===== src/rtl/shift_link_pkg.sv =====
// Shared definitions for the serial bit link (receiver and serializer sides).
package shift_link_pkg;

  typedef enum logic [1:0] {
    IDLE   = 2'd0,
    SHIFT  = 2'd1,
    PARITY = 2'd2,
    HOLD   = 2'd3
  } state_t;

  localparam int DEFAULT_WIDTH = 8;

  // Bits needed to hold a count from 0 up to and including w.
  function automatic int count_w(input int w);
    return $clog2(w + 1);
  endfunction

endpackage


===== src/rtl/serial_to_parallel_receiver_if.sv =====
// Link-side and consumer-side signals of the serial-to-parallel receiver.
interface serial_to_parallel_receiver_if #(
  parameter int WIDTH = shift_link_pkg::DEFAULT_WIDTH
);
  logic             start;
  logic             sin;
  logic             sin_valid;
  logic             dout_ready;
  logic [WIDTH-1:0] dout;
  logic             dout_valid;
  logic             busy;
  logic             overrun;
  logic             parity_err;

  modport master (
    output start, sin, sin_valid, dout_ready,
    input  dout, dout_valid, busy, overrun, parity_err
  );

  modport slave (
    input  start, sin, sin_valid, dout_ready,
    output dout, dout_valid, busy, overrun, parity_err
  );
endinterface


===== src/rtl/serial_to_parallel_receiver_bit_counter.sv =====
// Frame bit counter: synchronous clear, enable, saturates at WIDTH.
module bit_counter
  import shift_link_pkg::*;
#(
  parameter int WIDTH = DEFAULT_WIDTH
) (
  input  logic clock,
  input  logic reset,
  input  logic i_clr,
  input  logic i_en,
  output logic o_tc
);
  localparam int CW = count_w(WIDTH);

  logic [CW-1:0] r_count;

  always_ff @(posedge clock) begin
    if (reset || i_clr) begin
      r_count <= '0;
    end else if (i_en && (r_count != CW'(WIDTH))) begin
      r_count <= r_count + 1'b1;
    end
  end

  // Flags the enabled bit that brings the count to WIDTH.
  assign o_tc = i_en && (r_count == CW'(WIDTH - 1));

endmodule


===== src/rtl/serial_to_parallel_receiver.sv =====
// Serial-to-parallel receiver with valid/ready output handshake.
// Optional even-parity bit after each word when PARITY_CHECK_EN is defined.
module serial_to_parallel_receiver
  import shift_link_pkg::*;
#(
  parameter int WIDTH     = DEFAULT_WIDTH,
  parameter bit MSB_FIRST = 1'b0
) (
  input logic                          clock,
  input logic                          reset,
  serial_to_parallel_receiver_if.slave bus
);

  state_t           r_state;
  logic [WIDTH-1:0] r_sreg;
  logic [WIDTH-1:0] r_dout;
  logic             r_dout_valid;
  logic             r_busy;
  logic             r_overrun;
  logic [WIDTH-1:0] w_sreg_shift;
  logic             w_handshake;
  logic             w_cnt_clr;
  logic             w_cnt_en;
  logic             w_last_bit;

  always_comb begin
    w_sreg_shift = {bus.sin, r_sreg[WIDTH-1:1]};
    if (MSB_FIRST) begin
      w_sreg_shift = {r_sreg[WIDTH-2:0], bus.sin};
    end
  end

  assign w_handshake = r_dout_valid && bus.dout_ready;
  // Any accepted start re-arms the count; leaving HOLD clears it as well.
  assign w_cnt_clr   = (bus.start && (r_state != HOLD)) || w_handshake;
  assign w_cnt_en    = (r_state == SHIFT) && bus.sin_valid && !bus.start;

  bit_counter #(
    .WIDTH (WIDTH)
  ) u_bit_counter (
    .clock (clock),
    .reset (reset),
    .i_clr (w_cnt_clr),
    .i_en  (w_cnt_en),
    .o_tc  (w_last_bit)
  );

`ifdef PARITY_CHECK_EN
  logic r_parity_err;
`endif

  always_ff @(posedge clock) begin
    if (reset) begin
      r_state      <= IDLE;
      r_sreg       <= '0;
      r_dout       <= '0;
      r_dout_valid <= 1'b0;
      r_busy       <= 1'b0;
      r_overrun    <= 1'b0;
`ifdef PARITY_CHECK_EN
      r_parity_err <= 1'b0;
`endif
    end else begin
      unique case (r_state)
        IDLE: begin
          if (bus.start) begin
            r_state <= SHIFT;
            r_busy  <= 1'b1;
            r_sreg  <= '0;
          end
        end
        SHIFT: begin
          if (bus.start) begin
            r_sreg <= '0;
          end else if (bus.sin_valid) begin
            r_sreg <= w_sreg_shift;
            if (w_last_bit) begin
`ifdef PARITY_CHECK_EN
              r_state <= PARITY;
`else
              r_state      <= HOLD;
              r_busy       <= 1'b0;
              r_dout       <= w_sreg_shift;
              r_dout_valid <= 1'b1;
`endif
            end
          end
        end
        PARITY: begin
`ifdef PARITY_CHECK_EN
          if (bus.start) begin
            r_state <= SHIFT;
            r_sreg  <= '0;
          end else if (bus.sin_valid) begin
            r_state      <= HOLD;
            r_busy       <= 1'b0;
            r_dout       <= r_sreg;
            r_dout_valid <= 1'b1;
            r_parity_err <= (^r_sreg) ^ bus.sin;
          end
`else
          r_state <= IDLE;
`endif
        end
        HOLD: begin
          // Bits arriving while the word waits are dropped and flagged.
          if (bus.sin_valid) begin
            r_overrun <= 1'b1;
          end
          if (w_handshake) begin
            r_dout_valid <= 1'b0;
`ifdef PARITY_CHECK_EN
            r_parity_err <= 1'b0;
`endif
            if (bus.start) begin
              r_state <= SHIFT;
              r_busy  <= 1'b1;
              r_sreg  <= '0;
            end else begin
              r_state <= IDLE;
            end
          end
        end
        default: r_state <= IDLE;
      endcase
    end
  end

  assign bus.dout       = r_dout;
  assign bus.dout_valid = r_dout_valid;
  assign bus.busy       = r_busy;
  assign bus.overrun    = r_overrun;
`ifdef PARITY_CHECK_EN
  assign bus.parity_err = r_parity_err;
`else
  assign bus.parity_err = 1'b0;
`endif

endmodule


===== src/flat_wrapper.sv =====
// flat-port wrapper written by rule: the top's interface ports become plain ports
module serial_to_parallel_receiver_flat import shift_link_pkg::*;
#(
  parameter int WIDTH     = DEFAULT_WIDTH,
  parameter bit MSB_FIRST = 1'b0
)
  (clock, reset, bus_start, bus_sin, bus_sin_valid, bus_dout_ready, bus_dout, bus_dout_valid, bus_busy, bus_overrun, bus_parity_err);
  serial_to_parallel_receiver_if #(.WIDTH(WIDTH)) bus_i ();
  input logic clock;
  input logic reset;
  input wire logic [$bits(bus_i.start)-1:0] bus_start;
  input wire logic [$bits(bus_i.sin)-1:0] bus_sin;
  input wire logic [$bits(bus_i.sin_valid)-1:0] bus_sin_valid;
  input wire logic [$bits(bus_i.dout_ready)-1:0] bus_dout_ready;
  output wire logic [$bits(bus_i.dout)-1:0] bus_dout;
  output wire logic [$bits(bus_i.dout_valid)-1:0] bus_dout_valid;
  output wire logic [$bits(bus_i.busy)-1:0] bus_busy;
  output wire logic [$bits(bus_i.overrun)-1:0] bus_overrun;
  output wire logic [$bits(bus_i.parity_err)-1:0] bus_parity_err;
  assign bus_i.start = bus_start;
  assign bus_i.sin = bus_sin;
  assign bus_i.sin_valid = bus_sin_valid;
  assign bus_i.dout_ready = bus_dout_ready;
  assign bus_dout = bus_i.dout;
  assign bus_dout_valid = bus_i.dout_valid;
  assign bus_busy = bus_i.busy;
  assign bus_overrun = bus_i.overrun;
  assign bus_parity_err = bus_i.parity_err;
  serial_to_parallel_receiver #(.WIDTH(WIDTH), .MSB_FIRST(MSB_FIRST)) u_core (.clock(clock), .reset(reset), .bus(bus_i));
endmodule

===== config.mk =====
export PLATFORM = sky130hd
export DESIGN_NAME = serial_to_parallel_receiver_flat
export DESIGN_NICKNAME = d
export VERILOG_FILES = /design/src/rtl/shift_link_pkg.sv /design/src/rtl/serial_to_parallel_receiver_if.sv /design/src/rtl/serial_to_parallel_receiver_bit_counter.sv /design/src/rtl/serial_to_parallel_receiver.sv /design/src/flat_wrapper.sv
export SDC_FILE = /design/constraint.sdc
export NUM_CORES = 1
export LEC_CHECK = 0
export BUFFER_PORTS_ARGS = -buffer_cell sky130_fd_sc_hd__buf_2
export CORE_UTILIZATION = 40
export DETAILED_ROUTE_END_ITERATION = 10
export PLACE_DENSITY = 0.66
export SETUP_SLACK_MARGIN = 0.15
export SLEW_MARGIN = 15
export SYNTH_ARGS = -nofsm -noshare
export SYNTH_HDL_FRONTEND = slang
export SYNTH_SLANG_ARGS = --single-unit
export TNS_END_PERCENT = 100

===== constraint.sdc =====
create_clock -name clock -period 1.9 [get_ports clock]
set_input_delay 0 -clock clock [delete_from_list [all_inputs] [get_ports clock]]
set_output_delay 0 -clock clock [all_outputs]
set_load 0.01 [all_outputs]

==> Word-level counts from Yosys, hierarchy flattened <==
Index checks and enable logic that the tools add are counted.
{ "op_classes": {"addsub": 1, "eq_ne": 12, "n_mux": 23, "n_bitwise": 1, "reduce_logical": 18} }
{ "op_table": {"columns": ["op", "count"], "rows": [
  ["$mux W8", 4],
  ["$pmux W8 S3", 1],
  ["$reduce_and A5 Y1", 3],
  ["$mux W1", 10],
  ["$mux W2", 5],
  ["$ne A2 B2 Y1 const B", 5],
  ["$pmux W2 S4", 1],
  ["$logic_and A1 B1 Y1", 6],
  ["$add A4 B1 Y4 const B", 1],
  ["$eq A2 B2 Y1 const B", 2],
  ["$eq A4 B3 Y1 const B", 1],
  ["$ne A4 B4 Y1 const B", 1],
  ["$reduce_and A4 Y1", 1],
  ["$ne A3 B3 Y1 const B", 1],
  ["$pmux W1 S3", 1],
  ["$reduce_and A3 Y1", 1],
  ["$reduce_bool A3 Y1", 1],
  ["$eq A2 B1 Y1 const B", 1],
  ["$logic_not A2 Y1", 1],
  ["$logic_or A1 B1 Y1", 2],
  ["$ne A2 B1 Y1 const B", 1],
  ["$pmux W1 S2", 1],
  ["$reduce_and A2 Y1", 1],
  ["$reduce_bool A2 Y1", 1],
  ["2 further kinds", 2]
]} }
{ "word_totals": {"reg_bits": 25, "out_inout_bits": 12} }

==> Depth between registers and ports, before layout <==
{ "logic_depth": {"word_depth": 8, "ltp_mapped": 5, "ltp_nobuf": 5} }

==> Hierarchy <==
From an unflattened synthesis, not the netlist that was laid out.
{ "unflattened": {"cells_unflattened": 111, "area_unflattened_um2": 1092.3} }
{ "modules_own_cells": {"columns": ["mod", "n_inst", "cells_each", "area_per_inst_um2", "seq_area_each_um2"], "rows": [
  ["serial_to_parallel_receiver", 1, 86, 872.1, 400.4],
  ["bit_counter", 1, 25, 220.2, 80.1]
]} }

==> Least setup slack after synthesis <==
Ideal clock, no wire load.
{ "synth_path": {"path_kind": "flip-flop to flip-flop", "from": "register u_core.u_bit_counter.r_count[0]", "to": "register u_core.r_dout[3] (netlist: u_core.bus.dout[3])", "arrival_ps": 1311, "required_time_ps": 1780, "path_slack_ps": 469, "stages_incl_launch_ff": 6, "path_cell_list": "dfxtp_1 ha_1 inv_1 or4_1 buf_2 mux2i_1"} }
{ "synth_via": {"elab_chain_cells": 3} }
{ "synth_lines": {"columns": ["item", "line", "text"], "rows": [
  ["from (decl)", "serial_to_parallel_receiver_bit_counter.sv:15", "logic [CW-1:0] r_count;"],
  ["from (signal assigned)", "serial_to_parallel_receiver_bit_counter.sv:21", "r_count <= r_count + 1'b1;"],
  ["$eq A4 B3 Y1", "serial_to_parallel_receiver_bit_counter.sv:26", "assign o_tc = i_en && (r_count == CW'(WIDTH - 1));"],
  ["$logic_and A1 B1 Y1", "serial_to_parallel_receiver_bit_counter.sv:26", null],
  ["$reduce_and A4 Y1 (no source line)", null, null],
  ["to (signal assigned)", "serial_to_parallel_receiver.sv:83", "r_dout <= w_sreg_shift;"],
  ["to (decl)", "serial_to_parallel_receiver.sv:16", "logic [WIDTH-1:0] r_dout;"]
]} }
No other way between the ends.
A chain may end at the register's enable or synchronous reset.

==> Final worst setup path <==
{ "layout_path": {"from": "register u_core.r_state[1]", "to": "register u_core.r_dout[4] (netlist: u_core.bus.dout[4])"} }
{ "layout_via": {"elab_chain_cells": 5} }
{ "layout_lines": {"columns": ["item", "line", "text"], "rows": [
  ["from (decl)", "serial_to_parallel_receiver.sv:14", "state_t r_state;"],
  ["from (signal assigned)", "serial_to_parallel_receiver.sv:54", "r_state <= IDLE;"],
  ["from (signal assigned)", "serial_to_parallel_receiver.sv:67", "r_state <= SHIFT;"],
  ["from (signal assigned)", "serial_to_parallel_receiver.sv:81", "r_state <= HOLD;"],
  ["$eq A2 B1 Y1 (*)", "serial_to_parallel_receiver.sv:36, serial_to_parallel_receiver.sv:64", null],
  ["$logic_and A1 B1 Y1 (2 in a row)", "serial_to_parallel_receiver.sv:36", "assign w_cnt_en = (r_state == SHIFT) && bus.sin_valid && !bus.start;"],
  ["$logic_and A1 B1 Y1", "serial_to_parallel_receiver_bit_counter.sv:26", null],
  ["$reduce_and A4 Y1 (no source line) (*)", null, null]
]} }
Mark *: on every way between the ends. The rest lies on a longest branch, timed or not.

==> out/metrics.yaml <==
clock_network:
  cts.sinks: 24
  cts_tree: "built"
  worstSkewPairLatency_ns: 0.31
  cts_max_level: 1
  clkSlewWorstSetupHoldPaths_ns: 0.13
  cts-root-buf: "clkbuf_4"
  clock_tree.buffer_depth: 2
  numCtsBuffers: 3
routing:
  firstDrtPassIters: 4
  ant_nets: 0
  vias: 825
  drt_wl_total_um: 1993
  drt-initial-drc-count: 16
  via_per_inst: 5.288
  wl_per_cell_um: 12.78
  drcViolationCount: 0
setup_path:
  worstSetupPathType: "reg2reg"
  cp_max_fo: 13
  start_kind: "flop"
  end_kind: "flop"
  crit_arrival_ns: 1.86
  cp.required_ns: 2.11
die:
  die_area_um2: 2914
  rows: 18
  die_h_um: 53.99
  io_pins: 18
  core_area_um2: 2522
  start_util: 0.4286
  dieWidth_um: 53.99
sta:
  relSlewSlack: 0.6272
  rsz0062_at_grt: "no"
  fin_crit_ns: 1.650
  fmax_mhz: 606.0
  fin_skew_ns: 0.003051
  tns_ns: 0
  finalHoldViolCount: 0
  worstMarginPinSlew_ns: 0.5580
  slew_violations: 0
  finalSetupViolCount: 0
  fin_crit_sh: 0.8686
  timing.final.ws_setup_ns: 0.2497
synth:
  syn_inst: 110
  synth_cell_type_count: 34
  yosys_warnings: 0
  ys_seq_area_frac: 0.4444
  synth_top_flop_cell: "dfxtp_1"
  syn_area_per_cell_um2: 9.828
  ys_async_sr_fraction: 0
  synth_nets: 118
  syn_area_um2: 1081
  synth-edff-count: 0
  synth-seq-cells: 24
layout:
  area_delta_synth_final_pct: 15.16
  final_cell_area_um2: 1245
  layout-drive-gt1-share: 0.1905
  fin_nets: 135
  final_util: 0.4936
  diodes: 0
  nFillCells: 254
placement:
  place.gp.congestion: 0.7250
  placed_area_um2: 1162
  place_hpwl_um: 1341
  pre_cts_slack_ns: 0.2650
  port_buffers: 16
global_route:
  grt_max_degree: 23
  grt.total_usage: 0.1485
  grt_pass1_vias: 718
  antenna_found_initial: 0
  grt-ovfl-total: 0
  grt_pass1_wl_um: 3056
flow_run:
  maxCapViolCount: 0
power:
  power.total_mw: 0.9334
  power_leakage_nw: 0.4672
  vdd_drop_max_mv: 0.3974
  powerDensity_nw_per_um2: 749.8
min_path:
  hold_class: "in2reg"
run_status:
  status: "finished, final reports clean"
## sequential cells by signal, summed over array words and instances (netlist names)
register	flops
u_core.bus.busy	1
u_core.r_state	2
u_core.bus.dout_valid	1
u_core.bus.dout	8
u_core.u_bit_counter.r_count	4
u_core.r_sreg	7
u_core.bus.overrun	1
## synthesized netlist by cell type (2+ instances only)
cell type,count,area share
nor2_1,4,0.014
a21oi_1,5,0.023
inv_1,5,0.017
ha_1,2,0.023
dfxtp_1,24,0.44
nand2b_1,16,0.093
nand2_1,5,0.017
mux2i_1,8,0.074
clkbuf_1,4,0.014
o32ai_1,7,0.057
o21ai_0,3,0.014
buf_2,2,0.0093
nand3_1,3,0.014
or4_1,2,0.014
## kinds of logic after synthesis
group | count (synthesis) | share of synthesized area
AOI/OAI and AO/OA | 22 | 0.1424
adders and majority gates | 2 | 0.02314
buffers and inverters | 13 | 0.05787
DFF | 24 | 0.4444
muxes | 8 | 0.07408
other | 1 | 0.003469
and+or+nand+nor | 40 | 0.2546
## critical path, cell delays in order, from the launching register on
cell and delay [ns]:
dfxtp_1 0.41, nand4bb_4 0.34, or4_1 0.62, mux2i_1 0.17
## final timing paths
kind / cells past startpoint / start / endpoint / slack, ns
setup / recovery: 3 / u_core.r_state[1] / u_core.bus.dout[4] / 0.25
hold / removal: 4 / bus_dout_ready / u_core.r_state[1] / 0.05
setup reg to reg: 3 / u_core.r_state[1] / u_core.bus.dout[4] / 0.25
hold reg to reg: 2 / u_core.bus.busy / u_core.bus.busy / 0.46
## per-layer routing
metal | share of wire | track usage | up-vias
met5 | 0 | 0 | -
met4 | 0.016 | 0.08120 | 0
met3 | 0.044 | 0.03672 | 4
met2 | 0.43 | 0.2305 | 16
met1 | 0.51 | 0.1873 | 382
li1 | - | - | 423
## layout by cell type (no fill, tap or decap), types with 2 or more instances in the layout
| master | instances |
|---|---|
| nand3_1 | 3 |
| nor2_1 | 4 |
| o32ai_1 | 7 |
| clkbuf_4 | 3 |
| nand2b_1 | 16 |
| inv_1 | 5 |
| mux2i_1 | 8 |
| ha_1 | 2 |
| dlygate4sd3_1 | 3 |
| buf_2 | 16 |
| dfxtp_1 | 24 |
| or4_1 | 2 |
| a21oi_1 | 5 |
| o21ai_0 | 3 |
| nand2_1 | 5 |
## power breakdown
group	internal (mW)	switching (mW)
combinational	0.0251	0.0301
clock	0.213	0.155
sequential	0.507	0.00282
## stage by stage
step	std cells	hold slack, ns
after floorplan	110	0.1650
after global placement	149	0.2981
after detailed placement	149	0.3123
after CTS	156	0.03838
after global routing	156	0.06891
final	156	0.05030
## layout make-up
class / count / area [µm²] / area share
clock buffers: 3 / 22.52 / 0.01809
clock inverters: 1 / 30.03 / 0.02412
inverters: 5 / 18.77 / 0.01508
multi-input cells: 73 / 538.0 / 0.4322
flip-flops and latches: 24 / 480.5 / 0.3859
well taps: 30 / 37.54 / 0.03015
repair buffers: 20 / 117.6 / 0.09447
## what timing repair did
action / in CTS / in global routing
gates resized for setup: 0 / 0
hold buffers: 3 / 0
setup buffers: 0 / 0
hold endpoints to repair: 4 / 0
No activity file was read; power rests on OpenSTA's default activity.
